### src/rtl/ram_arbiter.sv
// Round-robin share of one RAM port among NREQ requesters, one transaction in flight; req->ack is
// 2+RD_LATENCY cycles and req must be held until ack. RAM_ARB_FIXED_PRIO_EN selects fixed priority.
package pkg_ram;
  localparam int RAM_ADDRW     = 16;
  localparam int RAM_QUAD_SIZE = 64;
  typedef enum logic [1:0] {OP_NOP = 2'd0, OP_LOAD = 2'd1, OP_STORE = 2'd2} op_t;
  typedef enum logic [1:0] {DT_BYTE = 2'd0, DT_HALF = 2'd1, DT_WORD = 2'd2, DT_QUAD = 2'd3} data_type_t;
endpackage

module ram_arbiter #(
  parameter int NREQ       = 2,
  parameter int RD_LATENCY = 1
) (
  input  logic                               clk,
  input  logic                               rst_n,
  input  logic [NREQ-1:0]                    req,
  output logic [NREQ-1:0]                    ack,
  input  pkg_ram::op_t                       op        [NREQ],
  input  pkg_ram::data_type_t                data_type [NREQ],
  input  logic [pkg_ram::RAM_ADDRW-1:0]      addr      [NREQ],
  input  logic [pkg_ram::RAM_QUAD_SIZE-1:0]  data_in   [NREQ],
  output logic [pkg_ram::RAM_QUAD_SIZE-1:0]  data_out  [NREQ],
  if_ram.client                              ram
);
  import pkg_ram::*;

  localparam int IDXW = $clog2(NREQ);
  localparam int CNTW = 3;

  typedef enum logic [1:0] {IDLE, ISSUE, WAIT, DONE} state_t;

  state_t                   state_q, state_d;
  logic [IDXW-1:0]          rr_ptr_q, rr_ptr_d;
  logic [IDXW-1:0]          owner_q, owner_d;
  logic [CNTW-1:0]          cnt_q, cnt_d;
  op_t                      op_q, op_d;
  data_type_t               dt_q, dt_d;
  logic [RAM_ADDRW-1:0]     addr_q, addr_d;
  logic [RAM_QUAD_SIZE-1:0] wdat_q, wdat_d;
  logic [RAM_QUAD_SIZE-1:0] data_out_q [NREQ];
  logic [RAM_QUAD_SIZE-1:0] data_out_d [NREQ];

  logic                     grant_vld;
  logic [IDXW-1:0]          grant_idx;

  // First requesting index at or after rr_ptr; rr_ptr stays 0 under fixed priority.
  always_comb begin
    grant_vld = 1'b0;
    grant_idx = '0;
    for (int k = 0; k < NREQ; k++) begin
      if (!grant_vld && req[(int'(rr_ptr_q) + k) % NREQ]) begin
        grant_vld = 1'b1;
        grant_idx = IDXW'((int'(rr_ptr_q) + k) % NREQ);
      end
    end
  end

  always_comb begin
    state_d    = state_q;
    rr_ptr_d   = rr_ptr_q;
    owner_d    = owner_q;
    cnt_d      = cnt_q;
    op_d       = op_q;
    dt_d       = dt_q;
    addr_d     = addr_q;
    wdat_d     = wdat_q;
    data_out_d = data_out_q;
    case (state_q)
      IDLE: begin
        if (grant_vld) begin
          owner_d = grant_idx;
          op_d    = op[grant_idx];
          dt_d    = data_type[grant_idx];
          addr_d  = addr[grant_idx];
          wdat_d  = data_in[grant_idx];
          state_d = ISSUE;
        end
      end
      ISSUE: begin
        cnt_d   = CNTW'(RD_LATENCY - 1);
        state_d = WAIT;
      end
      WAIT: begin
        // Stores wait the full latency too, keeping every transaction the same length.
        if (cnt_q == '0) begin
          if (op_q == OP_LOAD) data_out_d[owner_q] = ram.data_out;
          state_d = DONE;
        end else begin
          cnt_d = cnt_q - CNTW'(1);
        end
      end
      DONE: begin
`ifdef RAM_ARB_FIXED_PRIO_EN
        rr_ptr_d = '0;
`else
        rr_ptr_d = IDXW'((int'(owner_q) + 1) % NREQ);
`endif
        state_d  = IDLE;
      end
      default: state_d = IDLE;
    endcase
  end

  always_ff @(posedge clk or negedge rst_n) begin
    if (!rst_n) begin
      state_q  <= IDLE;
      rr_ptr_q <= '0;
      owner_q  <= '0;
      cnt_q    <= '0;
      op_q     <= OP_NOP;
      dt_q     <= DT_BYTE;
      addr_q   <= '0;
      wdat_q   <= '0;
      for (int i = 0; i < NREQ; i++) data_out_q[i] <= '0;
    end else begin
      state_q    <= state_d;
      rr_ptr_q   <= rr_ptr_d;
      owner_q    <= owner_d;
      cnt_q      <= cnt_d;
      op_q       <= op_d;
      dt_q       <= dt_d;
      addr_q     <= addr_d;
      wdat_q     <= wdat_d;
      data_out_q <= data_out_d;
    end
  end

  always_comb begin
    ack = '0;
    if (state_q == DONE) ack[owner_q] = 1'b1;
  end

  assign ram.op        = (state_q == ISSUE) ? op_q : OP_NOP;
  assign ram.data_type = dt_q;
  assign ram.addr      = addr_q;
  assign ram.data_in   = wdat_q;
  assign data_out      = data_out_q;
endmodule
### src/rtl/ram_arbiter_if.sv
// One RAM port: the client drives op/data_type/addr/data_in, and the RAM returns data_out
// a fixed number of cycles after a load is issued.
interface if_ram #(
  parameter int ADDRW = 16,
  parameter int DW    = 64
);
  logic [1:0]       op;
  logic [1:0]       data_type;
  logic [ADDRW-1:0] addr;
  logic [DW-1:0]    data_in;
  logic [DW-1:0]    data_out;

  modport client (output op, data_type, addr, data_in, input data_out);
  modport server (input op, data_type, addr, data_in, output data_out);
endinterface

### src/flat_wrapper.sv
// flat-port wrapper written by rule: the top's interface ports become plain ports
module ram_arbiter_flat import pkg_ram::*;
#(
  parameter int NREQ       = 2,
  parameter int RD_LATENCY = 1
)
  (clk, rst_n, req, ack, op, data_type, addr, data_in, data_out, ram_op, ram_data_type, ram_addr, ram_data_in, ram_data_out);
  if_ram ram_i ();
  input  logic clk;
  input  logic rst_n;
  input  logic [NREQ-1:0] req;
  output logic [NREQ-1:0] ack;
  input  pkg_ram::op_t op[NREQ];
  input  pkg_ram::data_type_t data_type[NREQ];
  input  logic [pkg_ram::RAM_ADDRW-1:0] addr[NREQ];
  input  logic [pkg_ram::RAM_QUAD_SIZE-1:0] data_in[NREQ];
  output logic [pkg_ram::RAM_QUAD_SIZE-1:0] data_out[NREQ];
  output wire logic [$bits(ram_i.op)-1:0] ram_op;
  output wire logic [$bits(ram_i.data_type)-1:0] ram_data_type;
  output wire logic [$bits(ram_i.addr)-1:0] ram_addr;
  output wire logic [$bits(ram_i.data_in)-1:0] ram_data_in;
  input wire logic [$bits(ram_i.data_out)-1:0] ram_data_out;
  assign ram_op = ram_i.op;
  assign ram_data_type = ram_i.data_type;
  assign ram_addr = ram_i.addr;
  assign ram_data_in = ram_i.data_in;
  assign ram_i.data_out = ram_data_out;
  ram_arbiter #(.NREQ(NREQ), .RD_LATENCY(RD_LATENCY)) u_core (.clk(clk), .rst_n(rst_n), .req(req), .ack(ack), .op(op), .data_type(data_type), .addr(addr), .data_in(data_in), .data_out(data_out), .ram(ram_i));
endmodule
### config.mk
export PLATFORM = sky130hd
export DESIGN_NAME = ram_arbiter_flat
export DESIGN_NICKNAME = d
export VERILOG_FILES = /design/src/rtl/ram_arbiter.sv /design/src/rtl/ram_arbiter_if.sv /design/src/flat_wrapper.sv
export SDC_FILE = /design/constraint.sdc
export NUM_CORES = 1
export LEC_CHECK = 0
export ABC_AREA = 1
export ABC_CLOCK_PERIOD_IN_PS = 1900
export CAP_MARGIN = 20
export CORE_AREA = 2 2 173 175
export CTS_CLUSTER_SIZE = 14
export DETAILED_ROUTE_END_ITERATION = 10
export DIE_AREA = 0 0 175 177
export PLACE_DENSITY = 0.69
export REMOVE_ABC_BUFFERS = 1
export SYNTH_ARGS = -nofsm -noshare
export SYNTH_HDL_FRONTEND = slang
export SYNTH_SLANG_ARGS = --single-unit
### constraint.sdc
create_clock -name clk -period 1.9 [get_ports clk]
set_clock_uncertainty 0.15 [all_clocks]
set_input_delay 0.19 -clock clk [delete_from_list [all_inputs] [get_ports clk]]
set_output_delay 0.19 -clock clk [all_outputs]
set_load 0.1 [all_outputs]
* After elaboration in Yosys (flattened, before gate mapping) *
Cells that the tools add are included.

word-level totals
  flip-flop bits (word level) = 219
  word-level logic and storage cells = 74

operators by class
  $add $sub $neg = 3
  magnitude comparators = 7
  equal/unequal tests = 7
  muxes and demuxes = 33
  bitwise logic cells = 3
  reductions and logical operators = 11

operators by type and width
  kind                   count
  $mux W64               4
  $bwmux W128            1
  $demux W64 S1          1
  $mux W16               3
  $mux W2                10
  $mux W1                10
  $pmux W2 S4            1
  $pmux W3 S2            1
  $reduce_and A2 Y1      3
  $eq A2 B1 Y1 const B   2
  $eq A2 B2 Y1 const B   2
  $ge A2 B2 Y1 const B   2
  $lt A1 B2 Y1 const B   2
  $ne A2 B1 Y1 const B   2
  $not A1 Y2             2
  $logic_and A1 B1 Y1    3
  $logic_not A3 Y1       1
  $lt A2 B3 Y1 const B   1
  $mux W3                1
  $reduce_and A3 Y1      1
  $sub A3 B1 Y3 const B  1
  $add A1 B1 Y1 const B  2
  $logic_not A2 Y1       1
  $lt A2 B1 Y1 const B   1
  other kinds (6)        6

* Logic depth before layout (Yosys ltp) *
  word-level depth = 11
  gate-level depth with buffers = 9

* Least setup slack after synthesis *
No wires, ideal clock.

  path kind = flip-flop to output port
  start point = register u_core.owner_q
  end point = output ack[1]
  data arrival time = 1.484 ns
  data required time = 1.560 ns
  setup slack = 0.076 ns
  stages on the path, launching flop included = 6
  buffers on the path = 3
  path through = dfrtp_1 > clkbuf_1 > buf_2 > buf_2 > nand2_1 > inv_1

on the way
  word-level cells in the longest chain between the ends = 5
  elaborated cells between the ends (all ways) = 6
  classes of those cells = order compare (2); mux (3); reduce/logical (1)

ends and longest elaborated chain
  item                                                                       line                text
  start: declaration                                                         ram_arbiter.sv:34   logic [IDXW-1:0] owner_q, owner_d;
  start signal: assignment                                                   ram_arbiter.sv:118  owner_q <= owner_d;
  $lt A1 B2 Y1 (not written as such) / $ge A1 B1 Y1 (equally long branches)  ram_arbiter.sv:130  if (state_q == DONE) ack[owner_q] = 1'b1;
  $logic_and A1 B1 Y1 (not written as such)                                  ram_arbiter.sv:130
  $mux W1 (not written as such)                                              ram_arbiter.sv:130
  $demux W1 S1 (*)                                                           --
  $mux W2 (*)                                                                ram_arbiter.sv:130
  end: declaration                                                           flat_wrapper.sv:12  output logic [NREQ-1:0] ack;

Mark *: on every way between the ends. The rest lies on a longest branch, timed or not.

* Final worst setup path *
  start point = register u_core.state_q[1]
  end point = output ram_op[0]

on the way
  word-level cells in the longest chain between the ends = 2

ends and longest elaborated chain
  item                      line                text
  start: declaration        ram_arbiter.sv:32   state_t state_q, state_d;
  start signal: assignment  ram_arbiter.sv:116  state_q <= state_d;
  $eq A2 B1 Y1              ram_arbiter.sv:133  assign ram.op = (state_q == ISSUE) ? op_q : OP_NOP;
  $mux W2                   ram_arbiter.sv:133
  end: declaration          flat_wrapper.sv:18  output wire logic [$bits(ram_i.op)-1:0] ram_op;

No other way between the ends.

==> flow_summary_export.csv <==
group,metric,value,unit
cts,clock_sinks,219,
synth,postSynthAreaPerCell,7.667,um2
sta,slew_violations,0,
outcome,status,"finished, final reports clean",
min_path,holdCritPathClass,"primary input to asynchronous set/reset pin",
finish,final_cells,2188,
place,io_buffers,449,
cts,cts_root_buf,"clkbuf_16",
route,first_iter_violations,537,
place,dp_hpwl,26.08,mm
cts,cts_buffer_depth,3,
cts,cts_tree,"built",
sta,min_period_over_period,0.9641,
worst_setup_path,arrival,1.49,ns
place,dp_cells,2126,
route,dr.pass1.iters,5,
route,vias_per_cell,4.750,
sta,slew_headroom,0.7235,
synth,ys_seq_area_frac,0.5382,
cts,cts_buffers,25,
finish,drive_gt1_frac,0.1876,
cts,cts.reportedPaths.clkPinSlew,0.06,ns
synth,ys_warn_count,0,
grt,gr-total-overflow,0,
sta,hold_violations,0,
floorplanning,rows,63,
cts,htreeDepth,1,
route,drtAntennaViolNets,0,
route,drc_errors,0,
route,routed_wl,35.74,mm
synth,synth_cell_type_count,16,
grt,grt_max_degree,73,
floorplanning,core_area,0.02924,mm2
sta,worstMarginPinSlew,0.4148,ns
grt,antenna_found_initial,2,
grt,track_usage,0.2179,
floorplanning,dieArea,0.03098,mm2
grt,grt_pass1_vias,9763,
worst_setup_path,crit_fanout,4,
worst_setup_path,regToRegSetupSlack,0.08,ns
cts,clock_latency,0.51,ns
finish,area_growth,59.31,%
floorplanning,die_h,177,um
sta,period_needed,1.832,ns
sta,fmax,0.5459,GHz
run,drv_cap,0,
floorplanning,die_width,175,um
floorplanning,start_util,0.3482,
worst_setup_path,path_class,"register to output pin",
finish,nNetsFinal,2025,
synth,synth_area,0.01018,mm2
place,gp_congestion,0.9059,
worst_setup_path,crit_required,1.56,ns
synth,synth_seq_cells,219,
sta,setup_viol,0,
worst_setup_path,start_kind,"register",
grt,grt_pass1_wl,53.81,mm
synth,netlist_instances,1328,
worst_setup_path,endpoint_kind,"output pin",
route,routed-via-count,10390,
route,post_drt_wl_per_cell,16.33,um
floorplanning,ios,450,
cells by family (layout without fill, tap and decap cells):
logic type,Yosys count,after routing,synth area share
AOI/OAI and AO/OA,8,8,0.005284
adders and majority gates,6,6,0.007373
buffers and inverters,270,738,0.1081
DFF,219,219,0.5382
other,0,2,0
and+or+nand+nor,825,825,0.3410
layer usage:
metal / vias up / GRT usage / wire length, um
met5: - / 0 / 0
met4: 0 / 0.06042 / 782
met3: 51 / 0.04188 / 2645
met2: 438 / 0.3766 / 17770
met1: 4921 / 0.2794 / 14540
li1: 4983 / - / -
state kept, by name (all words and copies together) (netlist names):
register / count
u_core.ram.data_in: 64
u_core.rr_ptr_q: 1
u_core.ram.data_type: 2
u_core.op_q: 2
u_core.data_out: 128
u_core.owner_q: 1
u_core.ram.addr: 16
u_core.state_q: 2
u_core.cnt_q: 3
worst paths after layout:
path | cells after the start | to | startpoint
max | 5 | ram_op[0] | u_core.state_q[1]$_DFFE_PN0P_
min | 2 | u_core.ram.data_in[50]$_DFFE_PN0P_ | rst_n
max reg2reg | 10 | u_core.data_out[35]$_DFFE_PN0P_ | u_core.cnt_q[0]$_DFFE_PN0P_
min reg2reg | 2 | u_core.data_out[39]$_DFFE_PN0P_ | u_core.data_out[39]$_DFFE_PN0P_
max in group asynchronous | 3 | u_core.data_out[5]$_DFFE_PN0P_ | rst_n
min in group clk | 3 | u_core.data_out[111]$_DFFE_PN0P_ | ram_data_out[47]
synth_stat cells:
| master | n | share of area |
|---|---|---|
| nor2_2 | 1 | 0.00061 |
| inv_2 | 1 | 0.00037 |
| buf_2 | 52 | 0.026 |
| nand3_1 | 298 | 0.15 |
| dfrtp_1 | 219 | 0.54 |
| a21oi_1 | 1 | 0.00049 |
| o21ai_4 | 1 | 0.0016 |
| o21ai_0 | 4 | 0.0020 |
| ha_1 | 6 | 0.0074 |
| clkbuf_1 | 23 | 0.0085 |
| buf_4 | 6 | 0.0044 |
| buf_1 | 6 | 0.0022 |
| o22ai_1 | 2 | 0.0012 |
| nor2_1 | 2 | 0.00074 |
| nand2_1 | 524 | 0.19 |
| inv_1 | 182 | 0.067 |
cells in the final DEF (no fill, tap or decap), types with 3 or more instances in the layout:
cell,n
nand3_1,298
clkbuf_1,3
buf_6,3
ha_2,3
o21ai_0,4
dfrtp_1,216
clkdlybuf4s50_1,233
clkbuf_16,29
buf_12,45
dfrtp_2,3
clkbuf_8,6
inv_2,4
buf_4,227
inv_1,178
clkinv_2,5
nand2_1,519
through the flow:
stage	worst slack (ns)	TNS (ns)	utilization	hold WS, ns	area [um2]
final	0.06823	0	0.5547	0.02798	16220
after global routing	-0.006972	-0.02136	0.5547	0.03676	16220
after CTS	0.003461	0	0.5452	0.008105	15940
after detailed placement	0.03620	0	0.5171	-0.03261	15120
after global placement	0.05049	0	0.5171	-0.03032	15120
after floorplan	-3.623	-636.53	-	-0.2556	9768
area by class of cell:
type,instances,area (um2)
Fill cell,2658,13020
Sequential cell,219,5484
Timing Repair Buffer,515,5106
Multi-Input combinational cell,839,3675
Clock buffer,34,719.4
Inverter,183,689.4
Tap cell,390,488.0
Clock inverter,6,55.05
Antenna cell,2,5.005
repair_timing:
item	in CTS	in global routing
gates cloned	0	5
setup endpoints to repair	3	154
hold buffers	2	0
resized for setup	4	22
pin swaps	0	2
buffers inserted	1	12
hold endpoints to repair	225	0
critical path: stages (launching register included):
cell and delay (ns):
dfrtp_2 0.43, inv_2 0.09, ha_4 0.14, nand2_1 0.05
inv_1 0.09, buf_12 0.18
Power is left out: the tool's default activity adds up to more than one toggle a clock period on the data nets, which glitch-free logic cannot reach.
